## config.mk

```make
export PLATFORM = sky130hd
export DESIGN_NAME = digit_serial_adder
export DESIGN_NICKNAME = d
export VERILOG_FILES = /design/src/rtl/adder_pkg.sv /design/src/rtl/digit_adder.sv /design/src/rtl/digit_serial_adder.sv
export SDC_FILE = /design/constraint.sdc
export NUM_CORES = 1
export LEC_CHECK = 0
export ABC_AREA = 1
export BUFFER_PORTS_ARGS = -buffer_cell sky130_fd_sc_hd__buf_2
export CAP_MARGIN = 20
export CORE_ASPECT_RATIO = 0.9
export CORE_MARGIN = 2
export CORE_UTILIZATION = 45
export DETAILED_ROUTE_END_ITERATION = 16
export PLACE_DENSITY_LB_ADDON = 0.3
export SLEW_MARGIN = 20
export SYNTH_ARGS = -nofsm -noshare
export SYNTH_HDL_FRONTEND = slang
export SYNTH_HIERARCHICAL = 1
export SYNTH_SLANG_ARGS = --single-unit
```

## constraint.sdc

```tcl
create_clock -name clk -period 2.34 [get_ports clk]
set_input_delay 0.468 -clock clk [delete_from_list [all_inputs] [get_ports clk]]
set_output_delay 0.468 -clock clk [all_outputs]
set_load 0.05 [all_outputs]
```

## src/rtl/adder_pkg.sv

```systemverilog
// Shared types and sizing helpers for the serial adder family.
package adder_pkg;

  typedef enum logic [1:0] {
    IDLE = 2'd0,
    RUN  = 2'd1,
    DONE = 2'd2
  } state_t;

  function automatic int num_digits(input int width, input int digit);
    return (digit > 0) ? width / digit : 1;
  endfunction

  // Counter needs at least one bit even when a single digit covers the word.
  function automatic int cnt_width(input int width, input int digit);
    int n;
    n = num_digits(width, digit);
    return (n > 1) ? $clog2(n) : 1;
  endfunction

endpackage

```

## src/rtl/digit_adder.sv

```systemverilog
// DIGIT-bit combinational ripple slice; also exposes the carry into its MSB
// so the caller can detect signed overflow on the final digit.
module digit_adder #(
  parameter int DIGIT = 4
) (
  input  logic [DIGIT-1:0] a,
  input  logic [DIGIT-1:0] b,
  input  logic             cin,
  output logic [DIGIT-1:0] sum,
  output logic             cout,
  output logic             c_msb
);

  logic [DIGIT:0] c;

  assign c[0] = cin;

  for (genvar i = 0; i < DIGIT; i++) begin : g_fa
    assign sum[i]   = a[i] ^ b[i] ^ c[i];
    assign c[i+1]   = (a[i] & b[i]) | (c[i] & (a[i] ^ b[i]));
  end

  assign cout  = c[DIGIT];
  assign c_msb = c[DIGIT-1];

endmodule

```

## src/rtl/digit_serial_adder.sv

```systemverilog
// Digit-serial add/sub: result valid WIDTH/DIGIT cycles after acceptance.
// Accepts only in IDLE; out_ready low parks the result in DONE indefinitely.
module digit_serial_adder
  import adder_pkg::*;
#(
  parameter int WIDTH = 32,
  parameter int DIGIT = 4
) (
  input  logic             clk,
  input  logic             rst_n,
  input  logic             in_valid,
  output logic             in_ready,
  input  logic [WIDTH-1:0] a,
  input  logic [WIDTH-1:0] b,
  input  logic             cin,
  input  logic             sub,
  output logic             out_valid,
  input  logic             out_ready,
  output logic [WIDTH-1:0] sum,
  output logic             cout,
  output logic             ovf,
  output logic             busy
);

  localparam int N  = num_digits(WIDTH, DIGIT);
  localparam int CW = cnt_width(WIDTH, DIGIT);

  if (DIGIT < 1 || DIGIT > WIDTH || (WIDTH % ((DIGIT < 1) ? 1 : DIGIT)) != 0) begin : g_bad_param
    $error("digit_serial_adder: DIGIT must be in 1..WIDTH and divide WIDTH");
  end

  state_t           state;
  logic [WIDTH-1:0] op_a;
  logic [WIDTH-1:0] op_b;
  logic [WIDTH-1:0] sum_sr;
  logic [WIDTH-1:0] sum_nxt;
  logic             carry;
  logic             ovf_r;
  logic [CW-1:0]    cnt;
  logic [DIGIT-1:0] d_sum;
  logic             d_cout;
  logic             d_cmsb;
  logic             last;

  digit_adder #(.DIGIT(DIGIT)) u_slice (
    .a     (op_a[DIGIT-1:0]),
    .b     (op_b[DIGIT-1:0]),
    .cin   (carry),
    .sum   (d_sum),
    .cout  (d_cout),
    .c_msb (d_cmsb)
  );

  // New digits enter at the top so after N shifts the word is in place.
  if (DIGIT == WIDTH) begin : g_full
    assign sum_nxt = d_sum;
  end else begin : g_shift
    assign sum_nxt = {d_sum, sum_sr[WIDTH-1:DIGIT]};
  end

  assign last = (cnt == CW'(N - 1));

  always_ff @(posedge clk or negedge rst_n) begin
    if (!rst_n) begin
      state  <= IDLE;
      op_a   <= '0;
      op_b   <= '0;
      sum_sr <= '0;
      carry  <= 1'b0;
      ovf_r  <= 1'b0;
      cnt    <= '0;
    end else begin
      case (state)
        IDLE: begin
          if (in_valid) begin
            op_a  <= a;
            op_b  <= sub ? ~b : b;
            carry <= cin ^ sub;
            cnt   <= '0;
            state <= RUN;
          end
        end
        RUN: begin
          op_a   <= op_a >> DIGIT;
          op_b   <= op_b >> DIGIT;
          sum_sr <= sum_nxt;
          carry  <= d_cout;
          cnt    <= cnt + CW'(1);
          if (last) begin
            ovf_r <= d_cmsb ^ d_cout;
            state <= DONE;
          end
        end
        DONE: begin
          if (out_ready) state <= IDLE;
        end
        default: state <= IDLE;
      endcase
    end
  end

  assign in_ready  = (state == IDLE);
  assign out_valid = (state == DONE);
  assign busy      = (state != IDLE);
  assign sum       = sum_sr;
  assign cout      = carry;
  assign ovf       = ovf_r;

endmodule

```

==> metrics <==
outcome=finished clean; Crit. End Element=flop; DP Wirelength=around 7600 µm; Post-CTS Setup Bufs=0; largest net degree at the start of global routing=~100; total CTS buffers=9; CTS resizes=0; Req. time, crit path=around 2600 ps; met2 Usage GRT=0.307; htree depth=3; worst hold path type=primary input to async pin; root buffer cell=clkbuf_16; Synth Area in XOR/XNOR=0.00856; Vias/cell=~5; largest cells by area after synthesis=dfrtp_1 50%, nand2_1 17%, nand3_1 15%, inv_1 4.0%, buf_6 2.4%; CP Buf/Inv Count=2; R2R Path End=sum[31]; busiest metal layer after global routing=met2; total power=a little under 8 mW; r2r setup slk=around 180 ps; worst r2r src=op_a[0]; worst-margin pin slew=966 ps; Placed Cells=~870; Die Wd=approximately 120 µm; Final Hold Vio Count=0; Setup violations, final=0; # fillers=1057; router iterations before antenna repair=7; netlist area before placement=around 5000 µm²; synthesis warning total=6; post-synth top area cell=dfrtp_1; vias in the first global route=4074; final antenna diode count=0; Slew HR=0.356; num rows=36; post-layout util=0.544; crit-path max FO=2; Vias=4368; Compound-Gate Fraction of Synth Area=0.0330; die height=between 100 and 150 µm; Distinct cells, synth=21; Clock Sink Count=103; register share of total power=0.372; adder-cell share of the synthesized area=0.0206; share of cells above drive strength 1=0.193; die area=12200 µm²; area share of and/or/nand/nor cells after synthesis=0.331; top-level I/O count=around 110; final slew viol count=0; post-route ant nets=0; Placement Cell Area=between 5000 and 6000 µm²; period utilisation layout=0.923; total routed wirelength=roughly 11000 µm; M1 GR Usage=0.257; clk_skew=between 5 and 6 ps; Critical Path Start Type=flop; 1st-iter DRT viols=between 200 and 250; placer congestion estimate=0.763; CTS tree=done; port bufs=between 100 and 150; Starting Density=0.467; mux share of post-synthesis cell area=0; Setup Crit Path Kind=flop to flop; CP cell instances=fa_1 > inv_1 > fa_1 > fa_1 > inv_1 > fa_1 > nand2_1 > nand2_1; Max clock buf depth=2; core area=between 10000 and 15000 µm²; TNS Setup=0 ps; switching share of power=0.445; Top delay family on crit path=adder cells; Mapped Cells=approximately 640; main combinational cell family by area after synthesis=simple AND/OR/NAND/NOR gates; synthesized area per cell=approximately 8.0 µm²; area growth from synthesis to layout=16.5%; pwr dens=approximately 1300 nW/µm²; initial antenna violation count=0; register area share after synthesis=0.504; clock latency on the worst-skew pair=350 ps; final instance area=~6000 µm²; Peak VDD IR=between 0.0006 and 0.0007 V; crit path time final=between 2000 and 2500 ps; clock group share of total power=0.203; Avg WL per Cell=12.8 µm; Synthesized Nets=a little over 700; GR Util All Layers=0.193; Comb pwr share=0.425; Reg clk slew, reported paths=~70 ps; unrepaired setup endpoints after global routing=false; switching pwr=between 3 and 4 mW; most used cell, CP=fa_1; Synth top area share=0.504; drt drc=0; Pint=about 4.4 mW; hold buffers post-CTS=0; first-pass GRT wire length=between 15000 and 20000 µm; met3 GRT Util=0.0563; CP max stage delay=about 420 ps; Arr. time, crit path=2400 ps; Worst path slowest cell=fa_1; Non-Filler Instances=slightly below 900; Max Fclk=approximately 460 MHz; Pleak=approximately 3.3 nW; fin nets=around 800; R2R cell count=8; maxcap violations=0; GRT overflow=0; Synth Register Bits=103
-- power groups by stage --
stage | registers (mW) | clock network [mW] | logic, mW
after floorplan | 3.72 | 0 | 1.96
after global placement | 2.93 | 0 | 3.29
after CTS | 2.93 | 1.63 | 3.40
after global routing | 3.03 | 1.71 | 3.74
final | 2.93 | 1.60 | 3.35
after detailed placement | 2.96 | 0 | 3.39
-- metal layers --
layer	part of all wire	routed length, µm
met5	0	0
met4	0.013	145
met3	0.075	841
met2	0.47	5340
met1	0.44	4950
-- state kept, by name (all words and copies together) (netlist names) --
register and flops:
state 2, op_b 32, op_a 32, sum 32, cnt 3, cout 1, ovf 1
-- worst reg2reg max path, stage by stage, from the launching register on --
cell	delay, ps
dfrtp_1	380
fa_1	190
inv_1	50
fa_1	390
fa_1	370
inv_1	110
fa_1	420
nand2_1	80
nand2_1	50
-- logic make-up after synthesis --
| family | after synthesis |
|---|---|
| and+or+nand+nor | 393 |
| DFF | 103 |
| buffers and inverters | 102 |
| AOI/OAI and AO/OA | 33 |
| adders and majority gates | 6 |
| xor gates and xnor gates | 5 |
-- synthesized netlist by cell type, drive strengths merged --
library cell  number
buf               38
ha                 2
nor2               4
clkbuf             6
xor2               5
o22ai              1
inv               58
o31ai              1
fa                 4
nand2            236
dfrtp            103
nand3            153
o21ai             31
-- cell usage in the layout (no fill, tap or decap), types with 3 or more instances in the layout --
master,count
clkbuf_16,9
o21ai_1,8
inv_1,55
fa_1,4
buf_2,105
buf_4,9
inv_2,3
nand2_1,233
dfrtp_1,102
nand3_1,153
xor2_1,5
o21ai_0,23
-- worst max path at each step --
| stage | from | end | slack [ps] | cells after the start |
|---|---|---|---|---|
| after global placement | op_a[0] | sum[31] | 290 | 8 |
| after floorplan | cout | sum[31] | 120 | 8 |
| after global routing | op_a[0] | sum[31] | 100 | 8 |
| final | op_a[0] | sum[31] | 180 | 8 |
| after CTS | op_a[0] | sum[31] | 170 | 8 |
| after detailed placement | op_a[0] | sum[31] | 180 | 8 |
-- area by class of cell --
| cell class | count | area [µm²] | share of cell area |
|---|---|---|---|
| inverter | 58 | 218 | 0.0365 |
| clock buffer | 9 | 225 | 0.0378 |
| clock inverter | 7 | 97.6 | 0.0164 |
| timing repair buffer | 116 | 633 | 0.106 |
| multi-input combinational | 437 | 2020 | 0.338 |
| sequential | 103 | 2580 | 0.433 |
| tap | 152 | 190 | 0.0319 |
-- through the flow --
stage,setup WS [ps],hold slack [ps]
after floorplan,124,172
after global placement,288,418
after detailed placement,179,429
after CTS,165,56.9
after global routing,98.6,78.4
final,180,51.2
No activity file was read; power rests on OpenSTA's default activity.
